<file path="config.mk">
export PLATFORM = sky130hd
export DESIGN_NAME = tqvp_htfab_vga_capture
export DESIGN_NICKNAME = d
export VERILOG_FILES = /design/src/rtl/tqvp_htfab_vga_capture.sv
export SDC_FILE = /design/constraint.sdc
export NUM_CORES = 1
export LEC_CHECK = 0
export CAP_MARGIN = 20
export CORE_AREA = 2 2 329 364
export DETAILED_ROUTE_END_ITERATION = 8
export DIE_AREA = 0 0 331 366
export GPL_TIMING_DRIVEN = 0
export MAX_ROUTING_LAYER = met4
export SYNTH_ARGS = -nofsm -noshare
export SYNTH_HDL_FRONTEND = slang
export SYNTH_SLANG_ARGS = --single-unit
export TNS_END_PERCENT = 5
</file>
<file path="constraint.sdc">
create_clock -name clk -period 36 [get_ports clk]
set_input_delay 10.8 -clock clk [delete_from_list [all_inputs] [get_ports clk]]
set_output_delay 10.8 -clock clk [all_outputs]
set_load 0.05 [all_outputs]
</file>
<file path="src/rtl/tqvp_htfab_vga_capture.sv">
`timescale 1ns / 1ps
`default_nettype none
// +----------------------------------------------------------------------------+
// | Module      : tqvp_htfab_vga_capture                                       |
// | Description : 1-bit VGA capture into a 32x16 framebuffer readable as words |
// | Revision    : 1.0 - initial release                                        |
// +----------------------------------------------------------------------------+
module tqvp_htfab_vga_capture #(
  parameter int unsigned H_BACK       = 176,
  parameter int unsigned X_STEP       = 32,
  parameter int unsigned V_BACK       = 53,
  parameter int unsigned Y_STEP       = 48,
  parameter int unsigned HSYNC_BIT    = 7,
  parameter int unsigned VSYNC_BIT    = 3,
  parameter int unsigned PIX_BIT      = 6,
  parameter bit          SYNC_ACT_LOW = 1'b1
) (
  input  logic        clk,
  input  logic        rst,
  input  logic [7:0]  ui_in,
  output logic [7:0]  uo_out,
  input  logic [5:0]  address,
  input  logic [31:0] data_in,
  input  logic [1:0]  data_write_n,
  input  logic [1:0]  data_read_n,
  output logic [31:0] data_out,
  output logic        data_ready,
  output logic        user_interrupt
);

  localparam logic [1:0] c_IDLE    = 2'd0;
  localparam logic [1:0] c_WAIT_VS = 2'd1;
  localparam logic [1:0] c_ACTIVE  = 2'd2;
  localparam logic [1:0] c_DONE    = 2'd3;

  logic [1:0]  r_state;
  logic [1:0]  w_state_next;
  logic        w_busy;

  logic        r_hs_q;
  logic        r_vs_q;
  logic        w_hs;
  logic        w_vs;
  logic        w_pix;
  logic        w_hs_end;
  logic        w_hs_start;
  logic        w_vs_end;
  logic        w_vs_start;

  logic [11:0] r_hcnt;
  logic [11:0] r_next_sample;
  logic [5:0]  r_col;
  logic [10:0] r_line;
  logic [10:0] r_next_line;
  logic [3:0]  r_row;
  logic [31:0] r_line_buf;
  logic [31:0] r_fb [16];

  logic        r_done;
  logic        r_err;
  logic        r_irq_en;
  logic [31:0] r_data_out;
  logic        r_data_ready;

  logic        w_wr8;
  logic        w_arm;
  logic        w_clear;
  logic        w_sample;
  logic        w_commit;
  logic        w_last_commit;
  logic        w_abort;
  logic        w_rd_req;
  logic        w_unused;

  assign w_hs       = ui_in[HSYNC_BIT] ^ SYNC_ACT_LOW;
  assign w_vs       = ui_in[VSYNC_BIT] ^ SYNC_ACT_LOW;
  assign w_pix      = ui_in[PIX_BIT];
  assign w_hs_end   = r_hs_q & ~w_hs;
  assign w_hs_start = ~r_hs_q & w_hs;
  assign w_vs_end   = r_vs_q & ~w_vs;
  assign w_vs_start = ~r_vs_q & w_vs;

  always_ff @(posedge clk or posedge rst) begin
    if (rst) begin
      r_hs_q <= 1'b0;
      r_vs_q <= 1'b0;
    end else begin
      r_hs_q <= w_hs;
      r_vs_q <= w_vs;
    end
  end

  // Only 8-bit writes reach the control register; arm outranks clear.
  assign w_wr8   = (data_write_n == 2'b00);
  assign w_arm   = w_wr8 & data_in[0];
  assign w_clear = w_wr8 & data_in[2] & ~data_in[0];

  // Sampling uses a running target so no multiplier is needed.
  assign w_sample      = (r_state == c_ACTIVE) && (r_hcnt == r_next_sample) && !r_col[5];
  assign w_commit      = (r_state == c_ACTIVE) && !w_arm && w_hs_start && (r_line == r_next_line);
  assign w_last_commit = w_commit && (r_row == 4'd15);
  assign w_abort       = (r_state == c_ACTIVE) && !w_arm && w_vs_start && !w_last_commit;

  always_ff @(posedge clk or posedge rst) begin
    if (rst) begin
      r_state <= c_IDLE;
    end else begin
      r_state <= w_state_next;
    end
  end

  always_comb begin
    w_state_next = r_state;
    case (r_state)
      c_IDLE: begin
        if (w_arm) w_state_next = c_WAIT_VS;
      end
      c_WAIT_VS: begin
        if (w_arm)         w_state_next = c_WAIT_VS;
        else if (w_vs_end) w_state_next = c_ACTIVE;
      end
      c_ACTIVE: begin
        if (w_arm)              w_state_next = c_WAIT_VS;
        else if (w_last_commit) w_state_next = c_DONE;
        else if (w_abort)       w_state_next = c_WAIT_VS;
      end
      c_DONE: begin
        if (w_arm) w_state_next = c_WAIT_VS;
      end
      default: w_state_next = c_IDLE;
    endcase
  end

  always_comb begin
    w_busy = (r_state == c_WAIT_VS) || (r_state == c_ACTIVE);
  end

  always_ff @(posedge clk or posedge rst) begin
    if (rst) begin
      r_hcnt        <= '0;
      r_next_sample <= '0;
      r_col         <= '0;
      r_line        <= '0;
      r_next_line   <= '0;
      r_row         <= '0;
      r_line_buf    <= '0;
    end else if (w_arm) begin
      r_row <= '0;
    end else if (r_state == c_WAIT_VS) begin
      if (w_vs_end) begin
        r_line      <= '0;
        r_next_line <= 11'(V_BACK);
        r_row       <= '0;
      end
    end else if (r_state == c_ACTIVE) begin
      if (w_hs_end) begin
        r_hcnt        <= '0;
        r_col         <= '0;
        r_next_sample <= 12'(H_BACK);
        r_line_buf    <= '0;
        if (r_line != '1) r_line <= r_line + 11'd1;
      end else begin
        if (r_hcnt != '1) r_hcnt <= r_hcnt + 12'd1;
        if (w_sample) begin
          r_line_buf[r_col[4:0]] <= w_pix;
          r_col                  <= r_col + 6'd1;
          r_next_sample          <= r_next_sample + 12'(X_STEP);
        end
      end
      if (w_commit) begin
        r_row       <= r_row + 4'd1;
        r_next_line <= r_next_line + 11'(Y_STEP);
      end
    end
  end

  // Columns never sampled on a short line are still zero from the hs_end clear.
  always_ff @(posedge clk or posedge rst) begin
    if (rst) begin
      for (int i = 0; i < 16; i++) r_fb[i] <= '0;
    end else if (w_commit) begin
      r_fb[r_row] <= r_line_buf;
    end
  end

  always_ff @(posedge clk or posedge rst) begin
    if (rst) begin
      r_done   <= 1'b0;
      r_err    <= 1'b0;
      r_irq_en <= 1'b0;
    end else begin
      if (w_wr8) r_irq_en <= data_in[1];
      if (w_arm) begin
        r_done <= 1'b0;
      end else if (w_clear) begin
        r_done <= 1'b0;
        r_err  <= 1'b0;
      end else if (w_last_commit) begin
        r_done <= 1'b1;
      end else if (w_abort) begin
        r_err <= 1'b1;
      end
    end
  end

  // A request seen while the previous acknowledge is high is dropped.
  assign w_rd_req = (data_read_n != 2'b11) && !r_data_ready;

  always_ff @(posedge clk or posedge rst) begin
    if (rst) begin
      r_data_out   <= '0;
      r_data_ready <= 1'b0;
    end else begin
      r_data_ready <= w_rd_req;
      if (w_rd_req) begin
        case (data_read_n)
          2'b10:   r_data_out <= r_fb[address[5:2]];
          2'b00:   r_data_out <= {29'b0, r_err, r_done, w_busy};
          default: r_data_out <= '0;
        endcase
      end
    end
  end

  assign data_out       = r_data_out;
  assign data_ready     = r_data_ready;
  assign user_interrupt = r_done & r_irq_en;
  assign uo_out         = 8'h00;

  assign w_unused = &{1'b0, address[1:0], data_in[31:3], ui_in};

endmodule
`default_nettype wire

</file>
* After elaboration in Yosys (flattened, before gate mapping)
Cells that the tools add are included.
** Cells by class
- $add $sub $neg :: 6
- Mux-type cells :: 45
- Reductions and logical operators :: 37
- $lt $le $gt $ge :: 5
- Equal/unequal tests :: 15
- Bitwise operators :: 17
** Operator list (count)
- 512-bit bitwise mux :: 1
- 32-bit 2-to-1 mux :: 5
- 32-bit binary-select mux with 4-bit select :: 1
- 32-bit demux with 4-bit select :: 1
- 11-bit 2-to-1 mux :: 9
- 32-bit one-hot mux with 2 select lines :: 1
- 12-bit 2-to-1 mux :: 4
- 32-bit bitwise mux :: 1
- 4-bit 2-to-1 mux :: 5
- 2-bit nonzero test :: 7
- 12-bit by 1-bit adder with 12-bit output (second input constant) :: 1
- 12-bit by 6-bit adder with 12-bit output (second input constant) :: 1
- 12-bit == test :: 1
- 2-bit 2-to-1 mux :: 6
- 6-bit 2-to-1 mux :: 2
- 12-bit != test (second input constant) :: 1
- 4-bit AND reduction :: 3
- 11-bit by 1-bit adder with 11-bit output (second input constant) :: 1
- 11-bit by 6-bit adder with 11-bit output (second input constant) :: 1
- 11-bit == test :: 1
- 1-bit logical AND :: 11
- 11-bit != test (second input constant) :: 1
- 5-bit greater-or-equal comparator (second input constant) :: 2
- 4-bit inverter with 5-bit output :: 2
- 24 further kinds :: 56
** Storage, ports and cells
- Flip-flop bits (word level) :: 640
- Input port bits :: 52
- Output and inout port bits :: 42
- Word-level logic and storage cells :: 156

* Longest topological paths before layout
- Word-level depth :: 13
- Mapped depth :: 9
- Gate-level depth less buffers :: 7

* Least setup slack after synthesis
OpenSTA, ideal clock, no wires.
- Path type :: input to register
- From :: in ui_in[7]
- To :: reg r_fb[106] (netlist bit)
- Stages :: 7
- Arrival :: 12739 ps
- Path buffers :: 2
- Slack :: 23136 ps
- Data required time :: 35875 ps
- Setup time :: 125 ps
- Cells stage by stage :: or4_1 > nor4_2 > nand3_1 > buf_2 > nor2_2 > buf_2 > mux2_2
** On the way
- Longest elaborated chain between the ends :: 4
** Ends and longest elaborated chain
- start, declared :: RTL line 20 : input logic [7:0] ui_in,
- 1-bit inverter (no source line)
- 1-bit bitwise AND :: RTL line 79 : assign w_hs_start = ~r_hs_q & w_hs;
- 1-bit logical AND (2 in a row) :: RTL line 100 : assign w_commit = (r_state == c_ACTIVE) && !w_arm && w_hs_start && (r_line == r_next_line);
- end signal, assigned by index :: RTL line 182 : r_fb[r_row] <= r_line_buf;
- end, declared :: RTL line 57 : logic [31:0] r_fb [16];
Every way passes these cells.
A chain may end at the register's enable or synchronous reset.

* Worst setup path in the final report
- From :: in ui_in[7]
- To :: reg r_fb[67] (netlist bit)
Same word-level chain as after synthesis.

==> impl_metrics.env <==
export IMPL_area_growth_pct=16.2
export IMPL_crit_type="in2reg"
export IMPL_synth_area_leader_cell="dfrtp_1"
export IMPL_timing_final_crit_share_pct=38.0
export IMPL_cts_tree="built"
export IMPL_via_per_inst=4.80
export IMPL_yosysWarnings=0
export IMPL_netlist_top_cells_area="dfrtp_1, mux2_2, mux4_2, mux2_1, o21ai_0"
export IMPL_grt_use_total_pct=14.1
export IMPL_critPathMaxFanout=10
export IMPL_final_cell_mix="dfrtp_1, mux2_2, mux4_2"
export IMPL_crit_buf_inv=3
export IMPL_worst_setup_path_end_kind="flop"
export IMPL_r2r_setup_slack_ns=32.59
export IMPL_final_core_util_pct=28.9
export IMPL_regArea_um2=15800
export IMPL_grt_pass1_wl_mm=125
export IMPL_synth_top_family_by_area="multiplexers"
export IMPL_post_cts_buffers=0
export IMPL_min_path_type="reg2reg"
export IMPL_worst_path_most_repeated_cell="buf_2"
export IMPL_syn_area_um2=29100
export IMPL_hold_violations=0
export IMPL_port_buffers=45
export IMPL_hold_ws_ns=0.484
export IMPL_cp_top_family="simple AND/OR/NAND/NOR gates"
export IMPL_place_hpwl_mm=55.1
export IMPL_required_ns=36.51
export IMPL_die_area_um2=121000
export IMPL_layout_commonest_cell="dfrtp_1"
export IMPL_synth_area_mux_share_pct=32.3
export IMPL_synthCells=2028
export IMPL_arrival_ns=14.18
export IMPL_cts_sinks=633
export IMPL_ys_seq_elements=633
export IMPL_synth_avg_cell_area_um2=14.4
export IMPL_tns_ns=0
export IMPL_multi_input_area_um2=12500
export IMPL_drive_above_1_share_pct=37.5
export IMPL_grt_pass1_vias=18500
export IMPL_fp_dieH_um=366
export IMPL_cts_buffers=61
export IMPL_cts_hold_fix_buffers=0
export IMPL_place_gp_congestion=0.830
export IMPL_placed_cells=3635
export IMPL_grt_ovfl_total=0
export IMPL_skew_ns=0.0147
export IMPL_pin_count=94
export IMPL_synth_simple_area_share_pct=4.64
export IMPL_synthXorXnorAreaFrac_pct=0.932
export IMPL_leakage_nw=15.5
export IMPL_clockBufferDepth=3
export IMPL_core_area_um2=117000
export IMPL_post_cts_resized=0
export IMPL_worstPathCellList="clkdlybuf4s50_1 > or4_1 > nor4_2 > nand3_1 > buf_2 > nor2_2 > buf_2 > mux2_1"
export IMPL_yosysTopAreaCellShare_pct=54.4
export IMPL_start_kind="input pin"
export IMPL_fp_row_count=132
export IMPL_drv_slew=0
export IMPL_fp_dieW_um=331
export IMPL_insertion_delay_ns=0.63
export IMPL_detail_route_antenna_nets=0
export IMPL_critPathSlowestCell="or4_1"
export IMPL_ys_flop_type="dfrtp_1"
export IMPL_drt_wl_total_mm=83.1
export IMPL_cts_root_buffer="clkbuf_16"
export IMPL_final_cell_count_no_fill=3748
export IMPL_slew_headroom_pct=19.1
export IMPL_yosysSeqAreaShare_pct=54.4
export IMPL_nNetsFinal=2229
export IMPL_num_vias=18000
export IMPL_fmax_ghz=0.0732
export IMPL_fillers=11800
export IMPL_grt_max_degree=127
export IMPL_async_reset_ff_share_pct=100
export IMPL_run_status="complete, no violations"
export IMPL_period_minus_slack_ns=13.67
export IMPL_critPathMaxStageDelay_ns=0.61
export IMPL_power_density_nw_per_um2=44.4
export IMPL_clk_pin_slew_ns=0.06
export IMPL_antenna_found_initial=4
export IMPL_htree_levels=2
export IMPL_setup_viol=0
export IMPL_first_iter_violations=1437
export IMPL_rsz0062_at_grt="no"
export IMPL_tightest_slew_ns=1.21
export IMPL_synthAdderAreaFrac_pct=0.644
export IMPL_synth_compound_area_share_pct=4.23
export IMPL_yosysUniqueCellTypes=58
export IMPL_drt_first_pass_iters=5
export IMPL_cap_violations=0
export IMPL_vdd_drop_max_uv=38.3
export IMPL_wl_per_cell_um=22.2
export IMPL_start_util_pct=24.8
export IMPL_synth_edf_count=0
export IMPL_drc_errors=0
[cell usage after synthesis (all sizes together) (2+ instances only)]
master    n
a21oi    46
a221o    19
a222oi    3
a22o      2
a31oi     4
and2      4
and3      8
and3b     3
and4      7
buf      86
clkbuf   83
dfrtp   633
ha       15
inv      18
mux2    546
mux2i    38
mux4    128
nand2    64
nand2b    4
nand3    28
nand3b    3
nand4    10
nor2     45
nor2b     2
nor3     32
nor3b     5
nor4     11
o211a     2
o211ai    5
o21ai    86
o22a      2
o311ai   11
o31a      3
o31ai     7
or2       5
or3       9
or3b      3
or4       7
xnor2    16
xor2     15
[power breakdown]
group,switching (W),internal [W],total [W]
clock,0.000279,0.000374,0.000653
sequential,0.0000121,0.000722,0.000735
combinational,0.0000804,0.0000372,0.000118
[metal layers]
metal	track usage (%)	vias to the layer above	part of all wire (%)
li1	-	7787	-
met1	17.9	9610	43
met5	-	-	0
met4	4.11	0	2.9
met2	22.9	449	49
met3	2.39	142	5.2
[final timing paths]
check / cells after the start / start / to
max: 8 / ui_in[7] / r_fb[67]$_DFFE_PP0P_
max reg2reg: 7 / r_hs_q$_DFF_PP0_ / r_fb[67]$_DFFE_PP0P_
min: 1 / r_fb[66]$_DFFE_PP0P_ / r_fb[66]$_DFFE_PP0P_
min in group asynchronous: 2 / rst / r_fb[230]$_DFFE_PP0P_
min reg2reg: 1 / r_fb[66]$_DFFE_PP0P_ / r_fb[66]$_DFFE_PP0P_
max in group asynchronous: 4 / rst / r_fb[409]$_DFFE_PP0P_
[flip-flops by register name, indices dropped and copies added, names as in the netlist]
signal and count:
r_line 11, data_out 32, r_fb 512, r_col 6, r_irq_en 1, data_ready 1, r_hcnt 12, r_next_line 8
r_done 1, r_row 4, r_state 2, r_vs_q 1, r_next_sample 8, r_hs_q 1, r_line_buf 32, r_err 1
[stage by stage]
step,power (W),setup WS [ns],area (µm²)
2_1_floorplan,0.000824,7.47,29200
4_1_cts,0.00152,22.04,33800
6_report,0.00151,22.33,33900
5_1_grt,0.00156,22.22,33900
3_3_place_gp,0.000863,-0.845,31500
3_5_place_dp,0.000866,21.46,31800
[cells by family (layout without fill, tap and decap cells)]
family | count (synthesis) | count (layout)
xor gates and xnor gates | 31 | 31
muxes | 712 | 712
buffers and inverters | 187 | 355
other | 1 | 12
and+or+nand+nor | 252 | 252
AOI/OAI and AO/OA | 197 | 197
adders and majority gates | 15 | 15
DFF | 633 | 633
[area by class of cell]
cell class / instances / area share (%)
diodes: 4 / 0.0296
plain buffers: 169 / 2.28
clock buffers: 91 / 5.26
clock inverters: 13 / 0.580
inverters: 18 / 0.222
multi-input cells: 1215 / 36.9
flip-flops and latches: 633 / 46.8
well taps: 1541 / 5.69
repair buffers: 64 / 2.29
Note: power is estimated with default switching activity, not from simulation.
